--- config.mk ---
export PLATFORM = sky130hd
export DESIGN_NAME = sobel_frame_tx
export DESIGN_NICKNAME = d
export VERILOG_FILES = /design/src/rtl/sobel_frame_tx.sv
export SDC_FILE = /design/constraint.sdc
export NUM_CORES = 1
export LEC_CHECK = 0
export CAP_MARGIN = 20
export CORE_MARGIN = 4
export CORE_UTILIZATION = 30
export DETAILED_ROUTE_END_ITERATION = 7
export GPL_TIMING_DRIVEN = 0
export SLEW_MARGIN = 25
export SYNTH_ARGS = -nofsm -noshare
export SYNTH_HDL_FRONTEND = slang
export SYNTH_SLANG_ARGS = --single-unit
--- constraint.sdc ---
create_clock -name clk -period 3.36 [get_ports clk]
set_input_delay 0.504 -clock clk [delete_from_list [all_inputs] [get_ports clk]]
set_output_delay 0.504 -clock clk [all_outputs]
set_load 0.1 [all_outputs]
--- src/rtl/sobel_frame_tx.sv ---
// Transmit side of the Sobel byte stream: a 4-byte header (width LE, height LE)
// followed by exactly width*height pixel bytes forwarded from an upstream source.
module sobel_frame_tx #(
  parameter int DATA_BITS = 8,
  parameter int DIM_BITS  = 16
) (
  input  logic                 clk,
  input  logic                 rst,
  input  logic                 start,
  input  logic [DIM_BITS-1:0]  width_in,
  input  logic [DIM_BITS-1:0]  height_in,
  input  logic [DATA_BITS-1:0] pix_data,
  input  logic                 pix_valid,
  output logic                 pix_ready,
  output logic [DATA_BITS-1:0] data_out,
  output logic                 valid_out,
  input  logic                 ready_out,
  output logic                 busy,
  output logic                 done,
  output logic [1:0]           state_dbg
);

  // Handshake: a byte moves on either side only when valid && ready are both
  // high at a rising clk edge; a held valid keeps its data stable until taken.

  localparam int HDR_BITS  = 2 * DIM_BITS;
  localparam int HDR_BYTES = HDR_BITS / DATA_BITS;
  localparam int IDX_BITS  = $clog2(HDR_BYTES + 1);
  localparam int CNT_BITS  = 2 * DIM_BITS;

  typedef enum logic [1:0] {
    IDLE  = 2'd0,
    HDR   = 2'd1,
    PIX   = 2'd2,
    DRAIN = 2'd3
  } state_t;

  state_t                state;
  logic [HDR_BITS-1:0]   hdr_sr;
  logic [IDX_BITS-1:0]   hdr_idx;
  logic [CNT_BITS-1:0]   total;
  logic [CNT_BITS-1:0]   pix_cnt;
  logic                  load_ok;

  assign load_ok   = !valid_out || ready_out;
  assign pix_ready = (state == PIX) && load_ok;
  assign state_dbg = state;

  always_ff @(posedge clk or posedge rst) begin
    if (rst) begin
      state     <= IDLE;
      hdr_sr    <= '0;
      hdr_idx   <= '0;
      total     <= '0;
      pix_cnt   <= '0;
      data_out  <= '0;
      valid_out <= 1'b0;
      busy      <= 1'b0;
      done      <= 1'b0;
    end else begin
      done <= 1'b0;
      case (state)
        IDLE: begin
          if (start) begin
            if (width_in != '0 && height_in != '0) begin
              // The first header byte goes out directly; the rest shift out of hdr_sr.
              data_out  <= width_in[DATA_BITS-1:0];
              valid_out <= 1'b1;
              hdr_sr    <= {height_in, width_in} >> DATA_BITS;
              hdr_idx   <= IDX_BITS'(1);
              total     <= CNT_BITS'(width_in) * CNT_BITS'(height_in);
              pix_cnt   <= '0;
              busy      <= 1'b1;
              state     <= HDR;
            end else begin
              done <= 1'b1;
            end
          end
        end
        HDR: begin
          if (load_ok) begin
            data_out  <= hdr_sr[DATA_BITS-1:0];
            valid_out <= 1'b1;
            hdr_sr    <= hdr_sr >> DATA_BITS;
            hdr_idx   <= hdr_idx + IDX_BITS'(1);
            if (hdr_idx == IDX_BITS'(HDR_BYTES - 1)) state <= PIX;
          end
        end
        PIX: begin
          if (load_ok) begin
            if (pix_valid) begin
              data_out  <= pix_data;
              valid_out <= 1'b1;
              pix_cnt   <= pix_cnt + CNT_BITS'(1);
              if (pix_cnt + CNT_BITS'(1) == total) state <= DRAIN;
            end else begin
              valid_out <= 1'b0;
            end
          end
        end
        DRAIN: begin
          if (valid_out && ready_out) begin
            valid_out <= 1'b0;
            done      <= 1'b1;
            busy      <= 1'b0;
            state     <= IDLE;
          end
        end
        default: state <= IDLE;
      endcase
    end
  end

endmodule

==> parameters.txt <==
Parameter                              Value

Worst hold path
  Sink of the worst hold path    hdr_sr[17]
  Number of stages on the worst hold path    2
  Worst min path class    input pin to flip-flop
  Launch instance of the worst min-delay path    height_in[9]

Setup path
  Reg-to-Reg Start    pix_cnt[3]
  Critical path peak fanout    6
  Startpoint type of the worst setup path    input pin
  Kind of capture point of the worst setup path    flip-flop
  Required time at the endpoint of the critical path    3.65 ns
  Number of cells traversed by the worst register-to-register path    10
  Setup slack of the worst register-to-register path    0.15 ns
  R2R Path End    state_dbg[1]
  Crit path kind    input pin to flip-flop
  Arrival @ worst endpoint    6.28 ns
  Beginning of the critical path    height_in[6]

Place
  Final weighted congestion of routability-driven global placement    0.874
  Number of buffer cells added on primary ports    40
  Post-placement worst setup slack    -4.34 ns
  Detailed Place HPWL    33400 um

Layout
  Share of post-route cells with drive strength above 1    19.5%
  Count of antenna diodes in the layout    0
  Commonest cells after routing, fill and taps aside    nand2_1 (246), inv_1 (202), fa_1 (176)
  Growth of design area from synthesis to finish    25.5%
  Number of nets in the final layout    2090
  Most common cell after layout, fill and taps aside    nand2_1

Synthesis
  Synthesis Warnings    0
  Number of instances in the synthesized netlist    1621
  Sequential cell area fraction in the yosys report    18.3%
  Number of distinct library cells after synthesis    67
  Number of flops mapped to enable cells by yosys    0
  Asr flop ratio synth    100%
  Synthesized net count    1971
  Syn avg cell area    8.77 sq um
  Netlist Area Pre-Place    0.0142 sq mm
  Main synth FF type    dfrtp_1
  Yosys reg bits    104

Clocking
  H-tree Lvls    3
  Clock latency at the later pin of the worst-skew pair    0.35 ns
  Clock transition at the registers of the reported paths    0.09 ns
  Number of hold buffers added after CTS    0
  CTS root buf    clkbuf_16
  Cts bufs inserted    9
  TritonCTS clock tree    done
  Largest buffer count on any clock path    2
  CTS sink count    104

Floorplan
  Area of the die    0.0509 sq mm
  Area of the placeable core    0.0467 sq mm
  Die span in y    226 um
  Effective utilization at floorplan    30.5%
  I/O pin count    59
  Width of the die    226 um
  Placement row count    79

STA
  Final cycle utilization of the critical path    178%
  Post-route worst setup slack    -2.63 ns
  Hold violation count in the final report    0
  Slew of the pin with the lowest slew margin    1.01 ns
  Clock tree skew after final layout    0.0114 ns
  Final number of max-transition violations    0
  Final number of setup-violating endpoints    26
  Shortest clock period the worst path allows after layout    5.99 ns
  RSZ-0062 raised after global routing    true
  Max transition margin    32.6%
  Maximum frequency from static timing analysis    167 MHz

Routing
  First-pass detailed-route iteration total    7
  Routed length per placed instance    18.5 um
  Iteration-0 DRC Markers    736
  Routed Antenna Nets    0
  Drc violations    0
  Final wirelength    43400 um
  Per-cell via count in the routed design    5.00
  Vias after detailed routing    11800

Global route
  Number of antenna violations at the first check in global routing    0
  Pin count of the biggest net entering global routing    60
  Total track usage    16.8%
  Number of global-route vias before repair    12100
  First-pass GRT wire length    67800 um
  Overflow after GRT    0

Run status
  Violated checks    setup timing
  Outcome    finished with violations

Run
  Number of max-cap violations    0
[what timing repair did]
item | 4_1_cts | 5_1_grt
cloned | 0 | 1
setup buffers | 27 | 46
resized for setup | 219 | 120
endpoints found under the setup margin | 59 | 31
pin swaps | 66 | 90
[per-layer routing]
layer,vias up,part of all wire [%],track usage [%]
met5,-,0,0
li1,5446,-,-
met2,336,49,28.5
met3,95,4.7,2.40
met1,5880,42,21.6
met4,0,4.2,6.46
[critical path, stage by stage]
cell and delay, ns:
buf_12 0.11, clkbuf_16 0.14, and2_4 0.14, fa_1 0.55, inv_2 0.04, fa_2 0.44, fa_2 0.59, inv_2 0.04
fa_2 0.44, fa_1 0.49, inv_1 0.05, fa_1 0.53, inv_2 0.06, ha_4 0.24, a21oi_2 0.16, o21bai_1 0.08
a221o_1 0.34, a31oi_4 0.24, o21ai_2 0.10, a221oi_2 0.32, o21ai_2 0.12, or4b_4 0.49, nand3_2 0.07
[cell usage after synthesis, types with 9 or more instances]
cell | n | area share (%)
dfrtp_1 | 104 | 18
clkbuf_1 | 87 | 2.3
a22o_1 | 18 | 1.1
ha_1 | 111 | 9.8
a21oi_1 | 47 | 1.7
nor3_1 | 23 | 0.81
nand4_1 | 11 | 0.48
nor4_1 | 16 | 0.70
a21o_1 | 12 | 0.63
o31ai_1 | 11 | 0.58
nor2_1 | 44 | 1.2
mux2i_1 | 21 | 1.5
mux2_2 | 13 | 1.0
nand2b_1 | 10 | 0.44
o21ai_0 | 86 | 3.0
xnor2_1 | 44 | 2.7
inv_1 | 233 | 6.2
xor2_1 | 24 | 1.5
fa_1 | 194 | 27
nand3_1 | 24 | 0.84
and2_1 | 122 | 5.4
nand2_1 | 259 | 6.8
a211oi_1 | 9 | 0.48
[flip-flops by register name (all words and copies together), names as in the netlist]
signal	flops
valid_out	1
busy	1
pix_cnt	32
total	32
hdr_sr	24
done	1
data_out	8
state_dbg	2
hdr_idx	3
[metrics by stage]
step | TNS, ns | cells | hold slack, ns | area [sq um] | utilization [%]
after floorplan | -46.65 | 1621 | 0.450 | 14900 | -
after global placement | -280.11 | 2268 | 0.463 | 16100 | 34.5
after detailed placement | -122.36 | 2269 | 0.473 | 16100 | 34.6
after CTS | -51.40 | 2310 | 0.436 | 17100 | 36.7
after global routing | -54.68 | 2352 | 0.431 | 17800 | 38.3
final | -51.18 | 2352 | 0.447 | 17800 | 38.3
[worst max-delay path by stage]
stage | to | depth (start not counted)
floorplan | total[29] | 24
global placement | total[29] | 24
detailed placement | total[29] | 24
CTS | total[29] | 23
global route | total[29] | 23
finish | total[29] | 23
[layout make-up]
type	instances	area, sq um
Sequential cell	104	2600
Timing Repair Buffer	114	1100
Fill cell	4608	28800
Multi-Input combinational cell	1193	11200
Inverter	233	880
Buffer	85	968
Tap cell	607	759
Clock inverter	7	62.6
Clock buffer	9	225
[kinds of logic (layout without fill, tap and decap cells)]
kind of cell / Yosys count / after routing / synth area share [%]
fa+ha+maj: 305 / 305 / 37.1
xor+xnor: 68 / 68 / 4.19
simple gates: 547 / 547 / 18.6
buf+inv: 324 / 448 / 8.59
flops: 104 / 104 / 18.3
compound gates: 238 / 238 / 10.6
mux: 35 / 35 / 2.59
Power is not shown: default switching activity piles up to over one toggle a cycle in this logic, so the estimate is an artifact.
==> variant 1, RTL diff (same flow settings) <==
Set the parameter `DIM_BITS` to 8 (it was 16).
--- a/src/rtl/sobel_frame_tx.sv
+++ b/src/rtl/sobel_frame_tx.sv
@@ -3,5 +3,5 @@
 module sobel_frame_tx #(
   parameter int DATA_BITS = 8,
-  parameter int DIM_BITS  = 16
+  parameter int DIM_BITS  = 8
 ) (
   input  logic                 clk,
Interface: changed (resized height_in and width_in); port bits go from 59 to 43. The function was not compared with the original's and may differ.
==> variant 1 against the original RTL <==
- routed wire length shrank 69%
- largest cell class unchanged
- the run still ends with negative setup slack left
- worst setup slack gained 1.9 ns
- register-to-register slack better by 0.36 ns
- first-iteration DRC count is 61% lower
- clock skew decreased by 0.0020 ns
- sequential cell count down 49
- maximum frequency is 47% higher
- final area is 62% lower
- hold slack better by 0.018 ns
- area after synthesis shrank 62%
- critical path type unchanged
==> variant 1: results (changes against the original RTL) <==
| Metric | Value |
|---|---|
| Clk slew on worst S/H paths | `0.07 ns (was 0.09 ns)` |
| Hpwl dp | `10.2 mm (was 33.4 mm)` |
| Placement Setup Slack | `-1.81 ns (was -4.34 ns)` |
| Synth top area cells | `dfrtp_1 26%, fa_1 13%, ha_1 9.8% (was fa_1 27%, dfrtp_1 18%, ha_1 9.8%)` |
| Commonest cells in the netlist | `61 x nand2_1, 56 x inv_1, 55 x dfrtp_1 (was 259 x nand2_1, 233 x inv_1, 194 x fa_1)` |
| Largest net degree at the start of global routing | `44 (was 60)` |
| Top fanout value on the critical path | `10 (was 6)` |
| Worst hold path class | `input pin to asynchronous set/reset pin (was input pin to flop)` |
| CTS buffer count | `5 (was 9)` |
| Starting DRT DRC Count | `289 (was 736)` |
| Gpl congestion | `0.858 (was 0.874)` |
| CP max stage delay | `0.56 ns (was 0.59 ns)` |
| Status | `complete, but fails checks (unchanged)` |
| Biggest regs | `pix_cnt: 16 flops, total: 16 flops (was pix_cnt: 32 flops, total: 32 flops, hdr_sr: 24 flops)` |
| Vias per cell | `5.10 (was 5.00)` |
| Syn Nets | `713 (was 1,971)` |
| Failing checks | `negative setup slack (unchanged)` |
| Share of post-route cells with drive strength above 1 | `0.169 (was 0.195)` |
| Synth warn | `0 (unchanged)` |
| First-pass GRT wire length | `22.4 mm (was 67.8 mm)` |
| First-pass DRT Iterations | `5 (was 7)` |
| H-tree level count | `2 (was 3)` |
| Critical path arrival | `4.25 ns (was 6.28 ns)` |
| Setup violators final | `9 (was 26)` |
| Gr usage total | `0.136 (was 0.168)` |
| Yosys cell types | `62 (was 67)` |
| Top FF cell, synth | `dfrtp_1 (unchanged)` |
| Routed WL | `13.6 mm (was 43.4 mm)` |
| Seq/Total Area, Yosys | `0.256 (was 0.183)` |
| Leakage | `3.03 nW` |
| Fin worst setup slack | `-0.717 ns (was -2.63 ns)` |
| Worst Clk Skew | `0.00940 ns (was 0.0114 ns)` |
| Initial antenna violation count | `0 (unchanged)` |
| Number of global-route vias before repair | `4,298 (was 12,100)` |
| Crit-path slowest cell | `fa_1 (was fa_2)` |
| Root Buffer | `clkbuf_16 (unchanged)` |
| PD cells | `784 nW/µm²` |
| Nets | `769 (was 2,090)` |
| ANT cells | `0 (unchanged)` |
| Post-synth ARST share | `1.00 (unchanged)` |
| I/O Buffers | `34 (was 40)` |
| Worst slew pin tran | `0.989 ns (was 1.01 ns)` |
| Worst IR drop on VDD | `around 0.00061 V` |
| Skew-Pair Late Insertion Delay | `0.31 ns (was 0.35 ns)` |
| Cell area after placement | `6180 µm² (was 16,100 µm²)` |
| Fill cells | `1,774 (was 4,608)` |
| Clk buf depth | `2 (unchanged)` |
[variant 1: cell families after synthesis]
logic type,synth area share
multiplexers,0.0428
buffers and inverters,0.0660
XOR/XNOR,0.0465
flip-flops,0.256
AND/OR/NAND/NOR,0.200
AO/OA/AOI/OAI,0.156
adder cells (fa/ha/maj),0.233
[variant 1: final cells by class]
cell class / count / share of cell area
plain buffers: 32 / 0.0445
clock inverters: 2 / 0.00523
flip-flops and latches: 55 / 0.206
inverters: 56 / 0.0318
repair buffers: 51 / 0.0809
well taps: 225 / 0.0421
clock buffers: 6 / 0.0208
multi-input cells: 461 / 0.569
[variant 1: routing by layer]
| layer | part of all wire | GRT usage | vias up |
|---|---|---|---|
| met4 | 0.013 | 0.0369 | 0 |
| li1 | - | - | 2190 |
| met2 | 0.46 | 0.211 | 76 |
| met3 | 0.034 | 0.0215 | 12 |
| met1 | 0.49 | 0.199 | 2247 |
| met5 | 0 | 0 | - |
[variant 1: path summary, 6_finish.rpt]
check	startpoint	to	slack [ns]	depth (start not counted)
setup / recovery	width_in[6]	total[14]$_DFFE_PP0P_	-0.72	15
hold / removal	rst	hdr_idx[1]$_DFFE_PP0P_	0.46	2
setup reg to reg	state_dbg[0]$_DFFE_PP0P_	state_dbg[1]$_DFFE_PP0P_	0.51	8
hold reg to reg	data_out[7]$_DFFE_PP0P_	data_out[7]$_DFFE_PP0P_	0.51	1
max in group asynchronous	rst	pix_cnt[15]$_DFFE_PP0P_	2.42	3
min in group clk	width_in[0]	total[0]$_DFFE_PP0P_	0.49	3
[variant 1: worst max-delay path: cells and delay by family]
family / cells / cell delay [ns]
adders and majority gates: 5 / 2.26
AOI/OAI and AO/OA: 5 / 0.87
buffers and inverters: 3 / 0.25
xor gates and xnor gates: 1 / 0.22
and+or+nand+nor: 1 / 0.14
[variant 1: what timing repair did]
action	4_1_cts	5_1_grt
pin swaps	32	12
setup endpoints to repair	13	10
setup buffers	15	2
resized for setup	103	4
hold endpoints to repair	0	0
[variant 1: power breakdown]
group	internal [mW]	switching (mW)
Combinational	1.37	2.14
Clock	0.371	0.247
Sequential	0.909	0.205
Total	2.65	2.59
[variant 1: through the flow]
stage	cells	TNS, ns	total power [mW]	hold WS [ns]
after floorplan	606	-5.28	3.65	0.469
after global placement	865	-15.59	4.39	0.488
after detailed placement	866	-16.21	4.45	0.497
after CTS	887	-4.31	5.23	0.468
after global routing	888	-5.69	5.65	0.485
final	888	-4.28	5.24	0.465
==> variant 2, RTL diff (same settings) <==
Without the edit above. Reset style: synchronous (`rst`), changed in one clocked block.
--- a/src/rtl/sobel_frame_tx.sv
+++ b/src/rtl/sobel_frame_tx.sv
@@ -47,5 +47,5 @@
   assign state_dbg = state;
 
-  always_ff @(posedge clk or posedge rst) begin
+  always_ff @(posedge clk) begin
     if (rst) begin
       state     <= IDLE;
Formal check against the unedited RTL: differs if rst is asserted again (counterexample within 4 cycles, from zero or initial values and one cycle with rst high); with rst held inactive, the same outputs for 4 cycles.
==> variant 2 against the original RTL <==
- the flow still finishes with violations (negative setup slack)
- hold slack improved by 0.0094 ns
- routed wire length increased by 8.6%
- critical endpoint is now total[28]$_SDFFE_PP0P_
- clock skew is 0.0027 ns lower
- non-clock buffer count is 17 higher
- register-to-register slack improved by 0.03 ns
- critical path type unchanged
- worst setup slack worse by 0.056 ns
- critical path depth is 1 higher
- area after synthesis is 0.70% lower
- sequential cell count unchanged
- core utilization is 0.38 points higher
- final area up 0.77%
Power is left out: the tool's default activity adds up to more than one toggle a clock period on the data nets, which glitch-free logic cannot reach.
==> variant 2: results (changes against the original RTL) <==
| Metric | Value |
|---|---|
| Starting DRT DRC Count | `886 (was 736)` |
| I/O Buffers | `41 (was 40)` |
| Seq/Total Area, Yosys | `0.147 (was 0.183)` |
| Cell area after placement | `15,900 µm² (was 16,100 µm²)` |
| HP Start | `hdr_sr[16]$_SDFFE_PP0P_ (was height_in[9])` |
| Worst setup endpoint | `total[28]$_SDFFE_PP0P_ (was total[29]$_DFFE_PP0P_)` |
| Avg WL per Cell | `19.2 µm (was 18.5 µm)` |
| CP max stage delay | `0.57 ns (was 0.59 ns)` |
| Commonest cells in the netlist | `257 x nand2_1, 232 x inv_1, 194 x fa_1 (was 259 x nand2_1, 233 x inv_1, 194 x fa_1)` |
| First-pass GRT wire length | `73.6 mm (was 67.8 mm)` |
| Critical path origin | `height_in[5] (was height_in[6])` |
| Nets | `2,193 (was 2,090)` |
| Syn Nets | `2,072 (was 1,971)` |
| R2R Path End | `state_dbg[0]$_SDFFE_PP0P_ (was state_dbg[1]$_DFFE_PP0P_)` |
| Worst Clk Skew | `0.00873 ns (was 0.0114 ns)` |
| Placed Cells | `2,370 (was 2,269)` |
| Worst hold path class | `flop to flop (was input pin to flop)` |
| Status | `complete, but fails checks (unchanged)` |
| Top fanout value on the critical path | `4 (was 6)` |
| Critical path arrival | `6.33 ns (was 6.28 ns)` |
| Failing checks | `negative setup slack (unchanged)` |
| Fin worst setup slack | `-2.68 ns (was -2.63 ns)` |
| Yosys cell types | `63 (was 67)` |
| Hold EP | `hdr_sr[16]$_SDFFE_PP0P_ (was hdr_sr[17]$_DFFE_PP0P_)` |
| Setup violators final | `26 (unchanged)` |
| Worst slew pin tran | `0.985 ns (was 1.01 ns)` |
| Gr usage total | `0.186 (was 0.168)` |
==> variant 2: cells by family (layout without fill, tap and decap cells) <==
family,count (synthesis),in the layout,synth area share
buffers and inverters,338,464,0.0904
other,0,1,0
AO/OA/AOI/OAI,240,240,0.105
multiplexers,19,19,0.0135
flip-flops,104,104,0.147
AND/OR/NAND/NOR,645,645,0.226
adder cells (fa/ha/maj),305,305,0.373
XOR/XNOR,71,71,0.0440
==> variant 2: worst reg2reg max path: stages (launching register included) <==
cell and delay, ns:
dfxtp_1 0.45, inv_1 0.13, ha_1 0.28, inv_1 0.22
nor2_1 0.15, nor4_1 0.36, o21ai_0 0.16, a21oi_1 0.14
nand4_1 0.19, or4_1 0.51, o31a_1 0.30, a211oi_2 0.21
==> variant 2: what timing repair did <==
item	CTS	global route
gates cloned	4	0
setup buffers	55	17
endpoints found under the setup margin	62	45
gates resized for setup	257	82
pin swaps	57	49
==> variant 2: layout make-up <==
type                    instances  area share
clock inverters                 7     0.00710
multi-input cells            1280       0.643
inverters                     232      0.0484
clock buffers                   9      0.0125
repair buffers                116      0.0614
flip-flops and latches        104       0.116
diodes                          1    0.000139
plain buffers                 100      0.0693
well taps                     607      0.0422
==> variant 2: routing by layer <==
layer,up-vias,GRT usage,part of all wire
li1,5786,-,-
met1,6304,0.250,0.43
met2,468,0.317,0.48
met3,89,0.0234,0.064
met4,2,0.0464,0.026
met5,-,0,0.00098
==> variant 2: per-stage QoR <==
stage               setup WS [ns]  hold WS, ns  setup TNS, ns   util
detailed placement          -4.46        0.445        -122.69  0.341
finish                      -2.68        0.456         -50.80  0.386
global route                -2.90        0.478         -55.25  0.386
floorplan                   -2.73        0.432         -46.48      -
CTS                         -2.62        0.454         -49.29  0.378
global placement            -4.42        0.438        -119.02  0.341
